==> src/rtl/fetch_pkg.sv <==
// Shared types and constants for the fetch stage.
package fetch_pkg;
  localparam int unsigned XLEN       = 32;
  localparam int unsigned WORD_BYTES = 4;
  localparam logic [31:0] NOP        = 32'h0000_0013;

  typedef enum logic [1:0] {
    ST_RUN   = 2'd0,
    ST_DRAIN = 2'd1,
    ST_FAULT = 2'd2
  } state_t;

  // One buffered instruction together with the PC it was fetched from.
  typedef struct packed {
    logic [31:0] insn;
    logic [31:0] pc;
  } entry_t;
endpackage

==> src/rtl/fetch_if.sv <==
// Fetch-stage bus: decode/execute control, instruction-memory port and decode output.
interface fetch_if;
  logic        hlt;
  logic        override;
  logic [31:0] newpc;
  logic        imem_valid;
  logic [31:0] imem_addr;
  logic        imem_ready;
  logic [31:0] imem_rdata;
  logic [31:0] insn;
  logic [31:0] outpc;
  logic        insn_valid;
  logic        fault;

  modport master (
    input  hlt, override, newpc, imem_ready, imem_rdata,
    output imem_valid, imem_addr, insn, outpc, insn_valid, fault
  );

  modport slave (
    output hlt, override, newpc, imem_ready, imem_rdata,
    input  imem_valid, imem_addr, insn, outpc, insn_valid, fault
  );
endinterface

==> src/rtl/fetch_fifo.sv <==
// Shift-style instruction FIFO: the head always sits in slot 0, so the head is a
// plain register that keeps its last value when the FIFO empties or is flushed.
module fetch_fifo
  import fetch_pkg::*;
#(
  parameter int unsigned DEPTH = 2,
  parameter int unsigned CW    = $clog2(DEPTH + 1)
) (
  input  logic          clk,
  input  logic          rst_n,
  input  logic          flush,
  input  logic          push,
  input  logic          pop,
  input  entry_t        din,
  output entry_t        head,
  output logic [CW-1:0] count,
  output logic          nonempty
);
  entry_t        slot [DEPTH];
  logic [CW-1:0] count_d;
  logic [CW-1:0] wr_idx;

  always_comb begin
    count_d = flush ? '0 : CW'(count + CW'(push) - CW'(pop));
    wr_idx  = CW'(count - CW'(pop));
  end

  always_ff @(posedge clk or negedge rst_n) begin
    if (!rst_n) begin
      count    <= '0;
      nonempty <= 1'b0;
      for (int unsigned i = 0; i < DEPTH; i++) slot[i] <= '0;
    end else begin
      count    <= count_d;
      nonempty <= (count_d != '0);
      if (!flush) begin
        for (int unsigned i = 0; i + 1 < DEPTH; i++)
          if (pop && CW'(i + 1) < count) slot[i] <= slot[i+1];
        // Incoming word lands just behind the surviving entries.
        for (int unsigned i = 0; i < DEPTH; i++)
          if (push && CW'(i) == wr_idx) slot[i] <= din;
      end
    end
  end

  assign head = slot[0];
endmodule

==> src/rtl/fetch.sv <==
// Fetch stage: owns the PC, issues single-outstanding imem reads, buffers the
// returned words for decode and handles execute redirects.
module fetch
  import fetch_pkg::*;
#(
  parameter logic [31:0] RESET_PC = 32'h0000_0000,
  parameter int unsigned DEPTH    = 2
) (
  input  logic     clk,
  input  logic     rst,
  fetch_if.master  bus
);
  localparam int unsigned CW = $clog2(DEPTH + 1);

  state_t        state, state_d;
  logic [31:0]   pc, pc_d;
  logic [31:0]   addr, addr_d;
  logic          req, req_d;
  logic          fault_q, fault_d;
  logic          push, pop, flush;
  logic          fire, stalled, misaligned;
  logic [CW-1:0] count, count_nxt;
  logic          head_valid;
  entry_t        head;
  entry_t        din;

  always_comb begin
    fire       = req && bus.imem_ready;
    stalled    = req && !bus.imem_ready;
    misaligned = (bus.newpc[1:0] != 2'b00);
    din        = '{insn: bus.imem_rdata, pc: pc};
  end

  // Next-state, PC and FIFO control; a redirect outranks push and pop.
  always_comb begin
    state_d = state;
    pc_d    = pc;
    fault_d = fault_q;
    push    = 1'b0;
    pop     = 1'b0;
    flush   = 1'b0;
    case (state)
      ST_RUN: begin
        if (bus.override) begin
          flush = 1'b1;
          if (misaligned) begin
            fault_d = 1'b1;
            state_d = stalled ? ST_DRAIN : ST_FAULT;
          end else begin
            pc_d = bus.newpc;
            if (stalled) state_d = ST_DRAIN;
          end
        end else begin
          pop = head_valid && !bus.hlt;
          if (fire) begin
            push = 1'b1;
            pc_d = pc + XLEN'(WORD_BYTES);
          end
        end
      end
      ST_DRAIN: begin
        if (bus.override) begin
          if (misaligned) fault_d = 1'b1;
          else            pc_d    = bus.newpc;
        end
        if (bus.imem_ready) state_d = fault_d ? ST_FAULT : ST_RUN;
      end
      ST_FAULT: ;
      default: state_d = ST_FAULT;
    endcase

    count_nxt = flush ? '0 : CW'(count + CW'(push) - CW'(pop));

    // A raised request holds address and valid until the memory accepts it.
    req_d  = req;
    addr_d = addr;
    if (!stalled) begin
      req_d  = (state_d == ST_RUN) && !fault_d && (count_nxt < CW'(DEPTH));
      addr_d = pc_d;
    end
  end

  always_ff @(posedge clk or negedge rst) begin
    if (!rst) begin
      state   <= ST_RUN;
      pc      <= RESET_PC;
      addr    <= '0;
      req     <= 1'b0;
      fault_q <= 1'b0;
    end else begin
      state   <= state_d;
      pc      <= pc_d;
      addr    <= addr_d;
      req     <= req_d;
      fault_q <= fault_d;
    end
  end

  fetch_fifo #(.DEPTH(DEPTH), .CW(CW)) u_fifo (
    .clk      (clk),
    .rst_n    (rst),
    .flush    (flush),
    .push     (push),
    .pop      (pop),
    .din      (din),
    .head     (head),
    .count    (count),
    .nonempty (head_valid)
  );

  assign bus.imem_valid = req;
  assign bus.imem_addr  = addr;
  assign bus.insn       = head.insn;
  assign bus.outpc      = head.pc;
  assign bus.insn_valid = head_valid;
  assign bus.fault      = fault_q;
endmodule

==> src/flat_wrapper.sv <==
// flat-port wrapper written by rule: the top's interface ports become plain ports
module fetch_flat import fetch_pkg::*;
#(
  parameter logic [31:0] RESET_PC = 32'h0000_0000,
  parameter int unsigned DEPTH    = 2
)
  (clk, rst, bus_hlt, bus_override, bus_newpc, bus_imem_ready, bus_imem_rdata, bus_imem_valid, bus_imem_addr, bus_insn, bus_outpc, bus_insn_valid, bus_fault);
  fetch_if bus_i ();
  input  logic clk;
  input  logic rst;
  input wire logic [$bits(bus_i.hlt)-1:0] bus_hlt;
  input wire logic [$bits(bus_i.override)-1:0] bus_override;
  input wire logic [$bits(bus_i.newpc)-1:0] bus_newpc;
  input wire logic [$bits(bus_i.imem_ready)-1:0] bus_imem_ready;
  input wire logic [$bits(bus_i.imem_rdata)-1:0] bus_imem_rdata;
  output wire logic [$bits(bus_i.imem_valid)-1:0] bus_imem_valid;
  output wire logic [$bits(bus_i.imem_addr)-1:0] bus_imem_addr;
  output wire logic [$bits(bus_i.insn)-1:0] bus_insn;
  output wire logic [$bits(bus_i.outpc)-1:0] bus_outpc;
  output wire logic [$bits(bus_i.insn_valid)-1:0] bus_insn_valid;
  output wire logic [$bits(bus_i.fault)-1:0] bus_fault;
  assign bus_i.hlt = bus_hlt;
  assign bus_i.override = bus_override;
  assign bus_i.newpc = bus_newpc;
  assign bus_i.imem_ready = bus_imem_ready;
  assign bus_i.imem_rdata = bus_imem_rdata;
  assign bus_imem_valid = bus_i.imem_valid;
  assign bus_imem_addr = bus_i.imem_addr;
  assign bus_insn = bus_i.insn;
  assign bus_outpc = bus_i.outpc;
  assign bus_insn_valid = bus_i.insn_valid;
  assign bus_fault = bus_i.fault;
  fetch #(.RESET_PC(RESET_PC), .DEPTH(DEPTH)) u_core (.clk(clk), .rst(rst), .bus(bus_i));
endmodule
==> config.mk <==
export PLATFORM = sky130hd
export DESIGN_NAME = fetch_flat
export DESIGN_NICKNAME = d
export VERILOG_FILES = /design/src/rtl/fetch_pkg.sv /design/src/rtl/fetch_if.sv /design/src/rtl/fetch_fifo.sv /design/src/rtl/fetch.sv /design/src/flat_wrapper.sv
export SDC_FILE = /design/constraint.sdc
export NUM_CORES = 1
export LEC_CHECK = 0
export ABC_AREA = 1
export BUFFER_PORTS_ARGS = -buffer_cell sky130_fd_sc_hd__buf_2
export CORE_MARGIN = 8
export CORE_UTILIZATION = 60
export CTS_BUF_LIST = sky130_fd_sc_hd__clkbuf_4
export DETAILED_ROUTE_END_ITERATION = 16
export PLACE_DENSITY = 0.85
export SLEW_MARGIN = 5
export SYNTH_ARGS = -nofsm -noshare
export SYNTH_HDL_FRONTEND = slang
export SYNTH_HIERARCHICAL = 1
export SYNTH_SLANG_ARGS = --single-unit
==> constraint.sdc <==
create_clock -name clk -period 5.93 [get_ports clk]
set_clock_uncertainty 0.15 [all_clocks]
set_input_delay 0.593 -clock clk [delete_from_list [all_inputs] [get_ports clk]]
set_output_delay 0.593 -clock clk [all_outputs]
set_load 0.02 [all_outputs]
Yosys cells after proc, flatten, opt, wreduce, memory -nomap -nowiden --
Cells that the tools add are included.
Storage, ports and cells: flip-flop bits (word level) 199, latch bits 0, RAM bits 0, ROM bits 0, bits of input ports 69, output and inout bits 99, memories kept 0
Cells by class: add/sub/neg operators 4, $mul 0, divide/modulo/power cells 0, order comparisons 2, equality and inequality tests 3, shift-type cells 0, muxes and demuxes 26, bitwise logic cells 1, reductions and logical operators 19
Operator list (count):
- $mux W32 | 4
- $mux W64 | 2
- $pmux W32 S2 | 1
- $add A32 B3 Y32 const B | 1
- $mux W2 | 7
- $mux W1 | 10
- $logic_and A1 B1 Y1 | 8
- $logic_not A2 Y1 | 3
- $pmux W2 S3 | 1
- $reduce_bool A2 Y1 | 3
- $reduce_and A2 Y1 | 2
- $sub A2 B1 Y2 | 2
- $logic_not A1 Y1 | 3
- $add A2 B1 Y2 | 1
- $eq A1 B2 Y1 const A | 1
- $eq A2 B1 Y1 const B | 1
- $eq A2 B2 Y1 const B | 1
- $lt A1 B2 Y1 const A | 1
- $lt A2 B2 Y1 const B | 1
- $pmux W1 S2 | 1
- $not A1 Y1 | 1

Logic depth before layout (Yosys ltp) --
Gate-level depths: netlist of run 1.
depth after elaboration 10, mapped depth 14, gate-level depth less buffers 14

Modules after synthesis --
Netlist of run 1, hierarchy kept.
By module, submodules not included:
- fetch_fifo | instances 1, cells each 857, area an instance 6561.3 sq um, seq. area each 3278.1 sq um
- fetch | instances 1, cells each 652, area an instance 4451.8 sq um, seq. area each 1701.6 sq um

Worst setup path after synthesis of run 1 --
OpenSTA, ideal clock, no wires.
path kind input port to flip-flop, from input bus_override, to register u_core.u_fifo.nonempty, data arrival time 2.329 ns, required time 5.661 ns, setup slack 3.332 ns, cell stages on the path 11, buffers on the path 3, cells stage by stage buf_2 > clkbuf_1 > nor4_1 > ha_1 > clkbuf_1 > inv_1 > ha_1 > inv_1 > nand2_1 > nand3_1 > nand2_1
On the way: elaborated cells on any way between the ends 10, classes of those cells 2 x add/sub; 7 x mux; 1 x reduce/logical
RTL lines:
- start: declaration | RTL line flat_wrapper.sv:12 | input wire logic [$bits(bus_i.override)-1:0] bus_override;
- $mux W1 | RTL line fetch.sv:44 | if (bus.override) begin
- $mux W1 | RTL line fetch.sv:42 | case (state)
- via u_core.pop | RTL line fetch.sv:20 | logic push, pop, flush;
- $sub A2 B1 Y2 | RTL line fetch_fifo.sv:24 | count_d = flush ? '0 : CW'(count + CW'(push) - CW'(pop));
- $mux W2 | RTL line fetch_fifo.sv:24
- $reduce_bool A2 Y1 | RTL line fetch_fifo.sv:35 | nonempty <= (count_d != '0);
- end signal: assignment | RTL line fetch_fifo.sv:35
- end: declaration | RTL line fetch_fifo.sv:17 | output logic nonempty
The timed path passes the listed nets, and every way through them passes these cells. A chain may end at the register's enable or synchronous reset.

Final worst setup path of run 1 --
from register u_core.u_fifo.count[1], to register u_core.u_fifo.slot (netlist bit u_core/u_fifo/head[3])
On the way: longest elaborated chain between the ends 5, elaborated cells on any way between the ends 8, classes of those cells 1 x add/sub; 1 x order compare; 1 x mux; 5 x reduce/logical
RTL lines:
- start: declaration | RTL line fetch_fifo.sv:16 | output logic [CW-1:0] count,
- start signal: assignment | RTL line fetch_fifo.sv:34 | count <= count_d;
- $sub A2 B1 Y2 | RTL line fetch_fifo.sv:25 | wr_idx = CW'(count - CW'(pop));
- $logic_not A2 Y1 | RTL line fetch_fifo.sv:41 | if (push && CW'(i) == wr_idx) slot[i] <= din;
- $logic_and A1 B1 Y1 | RTL line fetch_fifo.sv:41
- $reduce_bool A2 Y1 (no source line)
- $reduce_and A2 Y1 (no source line)
- end signal: indexed assignment | RTL line fetch_fifo.sv:38 | if (pop && CW'(i + 1) < count) slot[i] <= slot[i+1];
- end signal: indexed assignment | RTL line fetch_fifo.sv:41
- end: declaration | RTL line fetch_fifo.sv:19 | entry_t slot [DEPTH];
Parallel ways exist; a longest one is shown, timed or not.

==> results of run 1 <==
-- per-layer routing --
layer / routed length [um] / part of all wire
met1: 12500 / 0.42
met3: 2880 / 0.098
met2: 13700 / 0.46
met5: 13 / 0.00044
met4: 484 / 0.016
-- final cells by class --
type / count / area share
Timing Repair Buffer: 184 / 0.0834
Clock inverter: 15 / 0.0124
Sequential cell: 199 / 0.426
Inverter: 72 / 0.0231
Multi-Input combinational cell: 1084 / 0.419
Antenna cell: 1 / 0.000214
Tap cell: 229 / 0.0245
Clock buffer: 17 / 0.0109
-- cell usage after synthesis (5+ instances only) --
| library cell | number | area share |
|---|---|---|
| xor2_1 | 5 | 0.0040 |
| a22oi_1 | 10 | 0.0068 |
| nor3_1 | 9 | 0.0041 |
| o211ai_1 | 16 | 0.011 |
| buf_2 | 54 | 0.025 |
| clkbuf_1 | 28 | 0.0095 |
| inv_1 | 65 | 0.022 |
| o21ai_0 | 35 | 0.016 |
| nand4_1 | 77 | 0.044 |
| nand2_1 | 705 | 0.24 |
| nand3_2 | 6 | 0.0055 |
| nand3_1 | 114 | 0.052 |
| nor2_1 | 32 | 0.011 |
| dfrtp_1 | 199 | 0.45 |
| buf_4 | 65 | 0.044 |
| a21oi_1 | 38 | 0.017 |
| nand2_2 | 6 | 0.0034 |
-- logic make-up (layout without fill, tap and decap cells) --
kind of cell,count (synthesis),in the layout,share of synthesized area
other,0,1,0
XOR/XNOR,7,7,0.00557
flip-flops,199,199,0.452
buffers and inverters,226,288,0.107
adder cells (fa/ha/maj),4,4,0.00454
AO/OA/AOI/OAI,110,110,0.0579
AND/OR/NAND/NOR,963,963,0.372
-- power by group through the flow --
| stage | Combinational [mW] | Sequential (mW) | Clock, mW |
|---|---|---|---|
| 2_1_floorplan | 0.703 | 1.91 | 0 |
| 3_3_place_gp | 1.14 | 1.88 | 0 |
| 3_5_place_dp | 1.16 | 1.89 | 0 |
| 4_1_cts | 1.16 | 1.87 | 0.722 |
| 5_1_grt | 1.30 | 1.92 | 0.773 |
| 6_report | 1.17 | 1.89 | 0.700 |
-- final timing paths --
path,startpoint,endpoint,slack [ns]
setup / recovery,u_core/u_fifo/count[1],u_core/u_fifo/head[3],2.63
hold / removal,bus_imem_rdata[26],u_core/u_fifo/slot[58],0.09
setup reg to reg,u_core/u_fifo/count[1],u_core/u_fifo/head[3],2.63
hold reg to reg,u_core/u_fifo/slot[14],u_core/u_fifo/slot[14],0.34
max in group asynchronous,rst,u_core/u_fifo/head[30],3.88
min in group asynchronous,rst,u_core/bus.imem_addr[8],0.46
-- worst register-to-register path, stage by stage (launching register included) --
cell	delay, ns
dfrtp_1	0.46
inv_2	0.87
nand3_2	0.36
a21oi_4	0.72
buf_4	0.49
nand2_1	0.12
nand2_1	0.08
-- cell usage in the layout (no fill, tap or decap), drive strengths merged, types with 11 or more instances in the layout --
cell type,Yosys,routed
nor3,11,11
nand2,713,713
a21oi,39,39
o21ai,37,37
buf,126,182
nand4,77,77
o211ai,16,16
nor2,38,38
clkbuf,28,18
inv,69,74
nand3,120,120
dfrtp,199,199
-- registers in the layout, summed over array words and instances, names as in the netlist --
name	count
u_core/u_fifo/head	64
u_core/u_fifo/slot	64
u_core/bus.imem_addr	32
u_core/pc	32
u_core/state	2
u_core/u_fifo/count	2
u_core/bus.fault	1
u_core/bus.imem_valid	1
u_core/u_fifo/nonempty	1
-- timing repair --
| item | 4_1_cts | 5_1_grt |
|---|---|---|
| buffers inserted | 0 | 0 |
| hold buffers | 1 | 0 |
| endpoints found under the hold margin | 86 | 0 |
-- metrics by stage --
step,utilization,setup WS [ns],power [mW],area (sq um)
floorplan,-,3.33,2.62,11000
global placement,0.634,2.47,3.02,11400
detailed placement,0.634,2.33,3.05,11400
CTS,0.650,2.67,3.75,11700
global route,0.650,2.37,3.99,11700
finish,0.650,2.63,3.76,11700
==> flow_metrics.py, run 1 <==
metrics = {
    "pwr": {
        "swShare": 0.438,
        "intPower_mw": 2.11,
        "seq_power_share": 0.502,
        "clockPowerShare": 0.186,
        "ir_drop_mv": 0.227,
        "leakagePower_nw": 6.69,
        "p_switching_mw": 1.65,
        "power_frac_comb": 0.312,
        "power.density_nw_per_um2": 322,
    },
    "setup_path": {
        "crit_path_top_delay_cell": "inv_2",
        "cp-end-kind": "flip-flop",
        "cp.depth": 6,
        "path_class": "reg -> reg",
        "crit_path_start_kind": "flip-flop",
        "crit_chain": "inv_2 -> nand3_2 -> a21oi_4 -> buf_4 -> nand2_1 -> nand2_1",
        "slowest_delay_ns": 0.87,
        "worstPathMaxFanout": 66,
        "timing.critical_path.mode_cell": "nand2_1",
        "reg2regPathDepth": 6,
        "arrival_ns": 3.67,
        "path_buf_inv": 2,
        "critPathTopFamily": "buffers and inverters",
        "crit_required_ns": 6.30,
    },
    "cts": {
        "clkSinkCount": 199,
        "clk_pin_slew_ns": 0.17,
        "cts.path.max_buffers": 2,
        "cts_root_buffer": "clkbuf_4",
        "cts_tree": "yes",
        "insertion_delay_ns": 0.59,
        "cts_resized": 0,
        "cts_buffers": 17,
        "htree_levels": 4,
    },
    "routing": {
        "drc_errors": 0,
        "route.vias.total": 10245,
        "first_pass_iters": 6,
        "postRouteAntennaNets": 0,
        "dr.first_iter.drc_count": 1152,
        "wl_um": 29500,
        "wire_per_inst_um": 16.4,
        "viasPerCell": 5.69,
    },
    "global_route": {
        "use_met3": 0.0508,
        "grt_busiest_layer": "met2",
        "grt_pass1_wl_um": 47900,
        "grt_overflow": 0,
        "use_met1": 0.359,
        "grt_use_met2": 0.403,
        "antenna_found_initial": 2,
        "grt_pass1_vias": 9507,
        "track_usage": 0.260,
        "grt_max_degree": 89,
    },
    "logic_synthesis": {
        "ys_ff_latch": 199,
        "synth_edf_count": 0,
        "synth-main-ff-cell": "dfrtp_1",
        "synthCells": 1509,
        "async_flop_share": 1.00,
        "avgSynthCellArea_sq_um": 7.30,
        "netlist_area_sq_um": 11000,
        "yosysUniqueCellTypes": 37,
        "yosysSeqAreaShare": 0.452,
        "syn_nets": 1582,
        "ys_warn_count": 6,
    },
    "sta": {
        "timing.fmax_mhz": 303,
        "fin_tns_setup_ns": 0,
        "min_period_over_period": 0.556,
        "rsz0062_at_grt": "no",
        "hold_violations": 0,
        "period_minus_slack_ns": 3.30,
        "hold_slack_ns": 0.0903,
        "relSlewSlack": 0.183,
        "setup_violations": 0,
        "worst_pin_slew_ns": 1.23,
        "slew_violations": 0,
    },
    "worst_hold_path": {
        "hold_depth": 3,
        "hold_path_class": "in -> reg",
    },
    "floorplanning": {
        "num_rows": 49,
        "start_util": 0.613,
        "pin_count": 168,
        "die_width_um": 151,
        "core-area_sq_um": 18000,
        "die-area_sq_um": 22900,
        "die_h_um": 151,
    },
    "flow_run": {
        "maxCapViolCount": 0,
    },
    "placed_design": {
        "place.gp.congestion": 0.923,
        "post-place-cells": 1767,
        "port_buffers": 167,
        "dp_hpwl_um": 19100,
    },
    "cells_and_area": {
        "area_growth_pct": 6.08,
        "final_nets": 1631,
        "instances_no_fill": 1801,
        "fillers": 1596,
        "drive_gt1_frac": 0.158,
        "multi_input_area_sq_um": 4900,
        "regArea_sq_um": 4980,
    },
    "status": {
        "outcome": "completed",
    },
}
Power figures use the tool's default switching activity.
==> run 2, diff against run 1 <==
--- a/config.mk
+++ b/config.mk
@@ -5,13 +5,13 @@
 export SDC_FILE = /design/constraint.sdc
 export NUM_CORES = 1
 export LEC_CHECK = 0
-export ABC_AREA = 1
+export ABC_AREA = 0
 export BUFFER_PORTS_ARGS = -buffer_cell sky130_fd_sc_hd__buf_2
 export CORE_MARGIN = 8
-export CORE_UTILIZATION = 60
+export CORE_UTILIZATION = 59
 export CTS_BUF_LIST = sky130_fd_sc_hd__clkbuf_4
 export DETAILED_ROUTE_END_ITERATION = 16
-export PLACE_DENSITY = 0.85
+export PLACE_DENSITY = 0.84
 export SLEW_MARGIN = 5
 export SYNTH_ARGS = -nofsm -noshare
 export SYNTH_HDL_FRONTEND = slang
==> constraint.sdc (replaced) <==
create_clock -name clk -period 3.2 [get_ports clk]
set_clock_uncertainty 0.15 [all_clocks]
set_input_delay 0.32 -clock clk [delete_from_list [all_inputs] [get_ports clk]]
set_output_delay 0.32 -clock clk [all_outputs]
set_load 0.02 [all_outputs]
==> run 2 against run 1 <==
  * Die area down 4.5%
  * Highest routed layer is now met4
  * Non-clock buffer count increased by 63
  * Largest cell class unchanged
  * Via count down 22%
  * Hold slack got worse by 0.037 ns
  * Sequential power rose by 88%
  * Largest power group unchanged
  * Synthesized area fell by 6.7%
  * Worst setup slack got worse by 2.4 ns
  * Wire length is 7.3% lower
  * Sequential share of layout area about the same
  * Global-route usage decreased by 0.44 points
  * First-iteration DRC count down 12%
==> flow_metrics.py, run 2 <==
metrics = {
    "floorplanning": {
        "die_width_um": 148,
        "core-area_sq_um": 17200,
        "die-area_sq_um": 21900,
        "num_rows": 48,
        "pin_count": 168,
        "die_h_um": 148,
        "start_util": 0.598,
    },
    "logic_synthesis": {
        "yosysMostFrequentCell": "dfrtp_1",
        "synth_top_area_frac": 0.484,
        "synth_top_area_cell": "dfrtp_1",
        "async_flop_share": 1.00,
        "synth-main-ff-cell": "dfrtp_1",
        "yosysUniqueCellTypes": 73,
        "avgSynthCellArea_sq_um": 11.4,
        "ys_ff_latch": 199,
        "syn_nets": 975,
        "synth.area.top_cells": "dfrtp_1 48%, mux2_4 8.9%, o2bb2ai_1 5.7%",
        "synthTopCellsByCount": "199 x dfrtp_1, 73 x a22oi_1, 67 x buf_4, 67 x o2bb2ai_1, 61 x mux2_4",
        "ys_warn_count": 6,
        "netlist_area_sq_um": 10300,
        "synthCells": 902,
        "yosysSeqAreaShare": 0.484,
        "synth_edf_count": 0,
    },
    "cts": {
        "clkSinkCount": 199,
        "cts_resized": 0,
        "htree_levels": 4,
        "clk_pin_slew_ns": 0.18,
        "post-cts-setup-buffer-count": 0,
        "cts_buffers": 17,
        "cts_tree": "yes",
        "insertion_delay_ns": 0.60,
        "cts.path.max_buffers": 2,
        "cts_root_buffer": "clkbuf_4",
    },
    "sta": {
        "min_period_over_period": 0.940,
        "setup_violations": 0,
        "slew_violations": 0,
        "timing.fmax_mhz": 332,
        "rsz0062_at_grt": "no",
        "layout_setup_ws_ns": 0.192,
        "worst_pin_slew_ns": 0.848,
        "period_minus_slack_ns": 3.01,
        "relSlewSlack": 0.433,
        "hold_violations": 0,
        "hold_slack_ns": 0.0531,
        "fin_tns_setup_ns": 0,
    },
    "status": {
        "outcome": "completed",
    },
    "global_route": {
        "grt_max_degree": 96,
        "use_met1": 0.352,
        "use_met3": 0.0651,
        "track_usage": 0.256,
        "grt_pass1_wl_um": 45100,
        "grt_overflow": 0,
        "grt_use_met2": 0.386,
        "grt_busiest_layer": "met2",
        "antenna_found_initial": 1,
        "grt_pass1_vias": 8167,
    },
    "cells_and_area": {
        "drive_gt1_frac": 0.326,
        "instances_no_fill": 1268,
        "fillers": 1305,
        "final_common_cell": "dfrtp_1",
        "area_growth_pct": 13.7,
        "layout_common_cells": "199 x dfrtp_1, 166 x buf_2, 73 x a22oi_1",
        "final_core_util": 0.680,
        "final_area_sq_um": 11700,
        "final_nets": 1102,
    },
    "placed_design": {
        "dp_hpwl_um": 18100,
        "place.gp.congestion": 0.914,
        "post-place-cells": 1179,
        "place_ws_ns": 0.219,
        "placed_area_sq_um": 10800,
        "port_buffers": 167,
    },
    "routing": {
        "viasPerCell": 6.31,
        "postRouteAntennaNets": 0,
        "wl_um": 27400,
        "dr.first_iter.drc_count": 1015,
        "route.vias.total": 7995,
        "drc_errors": 0,
        "first_pass_iters": 8,
        "wire_per_inst_um": 21.6,
    },
    "worst_hold_path": {
        "hold_path_class": "in -> reg",
    },
    "setup_path": {
        "path_class": "reg -> reg",
        "crit_path_start_kind": "flip-flop",
        "crit_required_ns": 3.57,
        "worstPathMaxFanout": 24,
        "cp-end-kind": "flip-flop",
        "arrival_ns": 3.38,
    },
    "pwr": {
        "power_mw": 7.12,
        "power.density_nw_per_um2": 609,
        "ir_drop_mv": 0.464,
        "leakagePower_nw": 5.55,
    },
    "flow_run": {
        "maxCapViolCount": 0,
    },
}
run 2: changes by cell type after synthesis, sizes merged, moves of 10 or more:
cell | previous run | this run
a31oi | 1 | 11
buf | 126 | 106
a22oi | 10 | 73
o2bb2ai | 0 | 67
o31ai | 0 | 10
nand3 | 120 | 21
o21ai | 37 | 15
mux2 | 0 | 89
nand2 | 713 | 47
inv | 69 | 15
a21oi | 39 | 21
nand4 | 77 | 12
run 2: worst paths after layout:
kind | startpoint | end | slack, ns | cells after the start
worst max-delay path | u_core/state[1] | u_core/u_fifo/head[48] | 0.19 | 7
worst min-delay path | bus_newpc[27] | u_core/pc[27] | 0.05 | 4
min in group asynchronous | rst | u_core/u_fifo/head[54] | 0.19 | 2
worst min register to register | u_core/u_fifo/head[17] | u_core/u_fifo/head[17] | 0.36 | 1
worst max register to register | u_core/state[1] | u_core/u_fifo/head[48] | 0.19 | 7
max in group asynchronous | rst | u_core/u_fifo/slot[22] | 1.91 | 3
run 2: worst max-delay path: stages, from the launching register on:
cell and delay [ns]:
dfrtp_1 0.42, or3_1 0.46, nor3b_1 0.40, ha_1 0.26
and3b_2 0.54, buf_4 0.37, a22oi_1 0.15, o2bb2ai_1 0.17
run 2: layout make-up:
class	instances	area (sq um)	share of cell area
clock inverter	15	190	0.0163
timing repair buffer	247	1640	0.140
sequential	199	4980	0.426
tap	225	282	0.0241
antenna	1	2.50	0.000214
multi-input combinational	548	4410	0.377
clock buffer	17	128	0.0109
inverter	16	60.1	0.00514
run 2: where the power goes:
part / switching (mW) / total [mW] / leakage, nW / internal, mW
clock network: 0.934 / 1.44 / 0.167 / 0.503
logic: 1.22 / 2.13 / 2.75 / 0.914
registers: 0.564 / 3.55 / 2.64 / 2.98
run 2: cells by family (layout without fill, tap and decap cells):
group / Yosys count / count (layout) / share of synthesized area
buffers and inverters: 155 / 295 / 0.0892
adder cells (fa/ha/maj): 4 / 4 / 0.00487
AO/OA/AOI/OAI: 259 / 259 / 0.192
other: 0 / 1 / 0
flip-flops: 199 / 199 / 0.484
AND/OR/NAND/NOR: 184 / 184 / 0.0987
XOR/XNOR: 8 / 8 / 0.00755
multiplexers: 93 / 93 / 0.124
run 2: metal layers:
| metal | wire length [um] | part of all wire |
|---|---|---|
| met1 | 11500 | 0.42 |
| met2 | 12700 | 0.46 |
| met3 | 2670 | 0.097 |
| met4 | 582 | 0.021 |
| met5 | 0 | 0 |
run 2: what timing repair did:
item,in CTS,in global routing
endpoints found under the hold margin,185,0
hold buffers,56,0
setup endpoints to repair,0,0
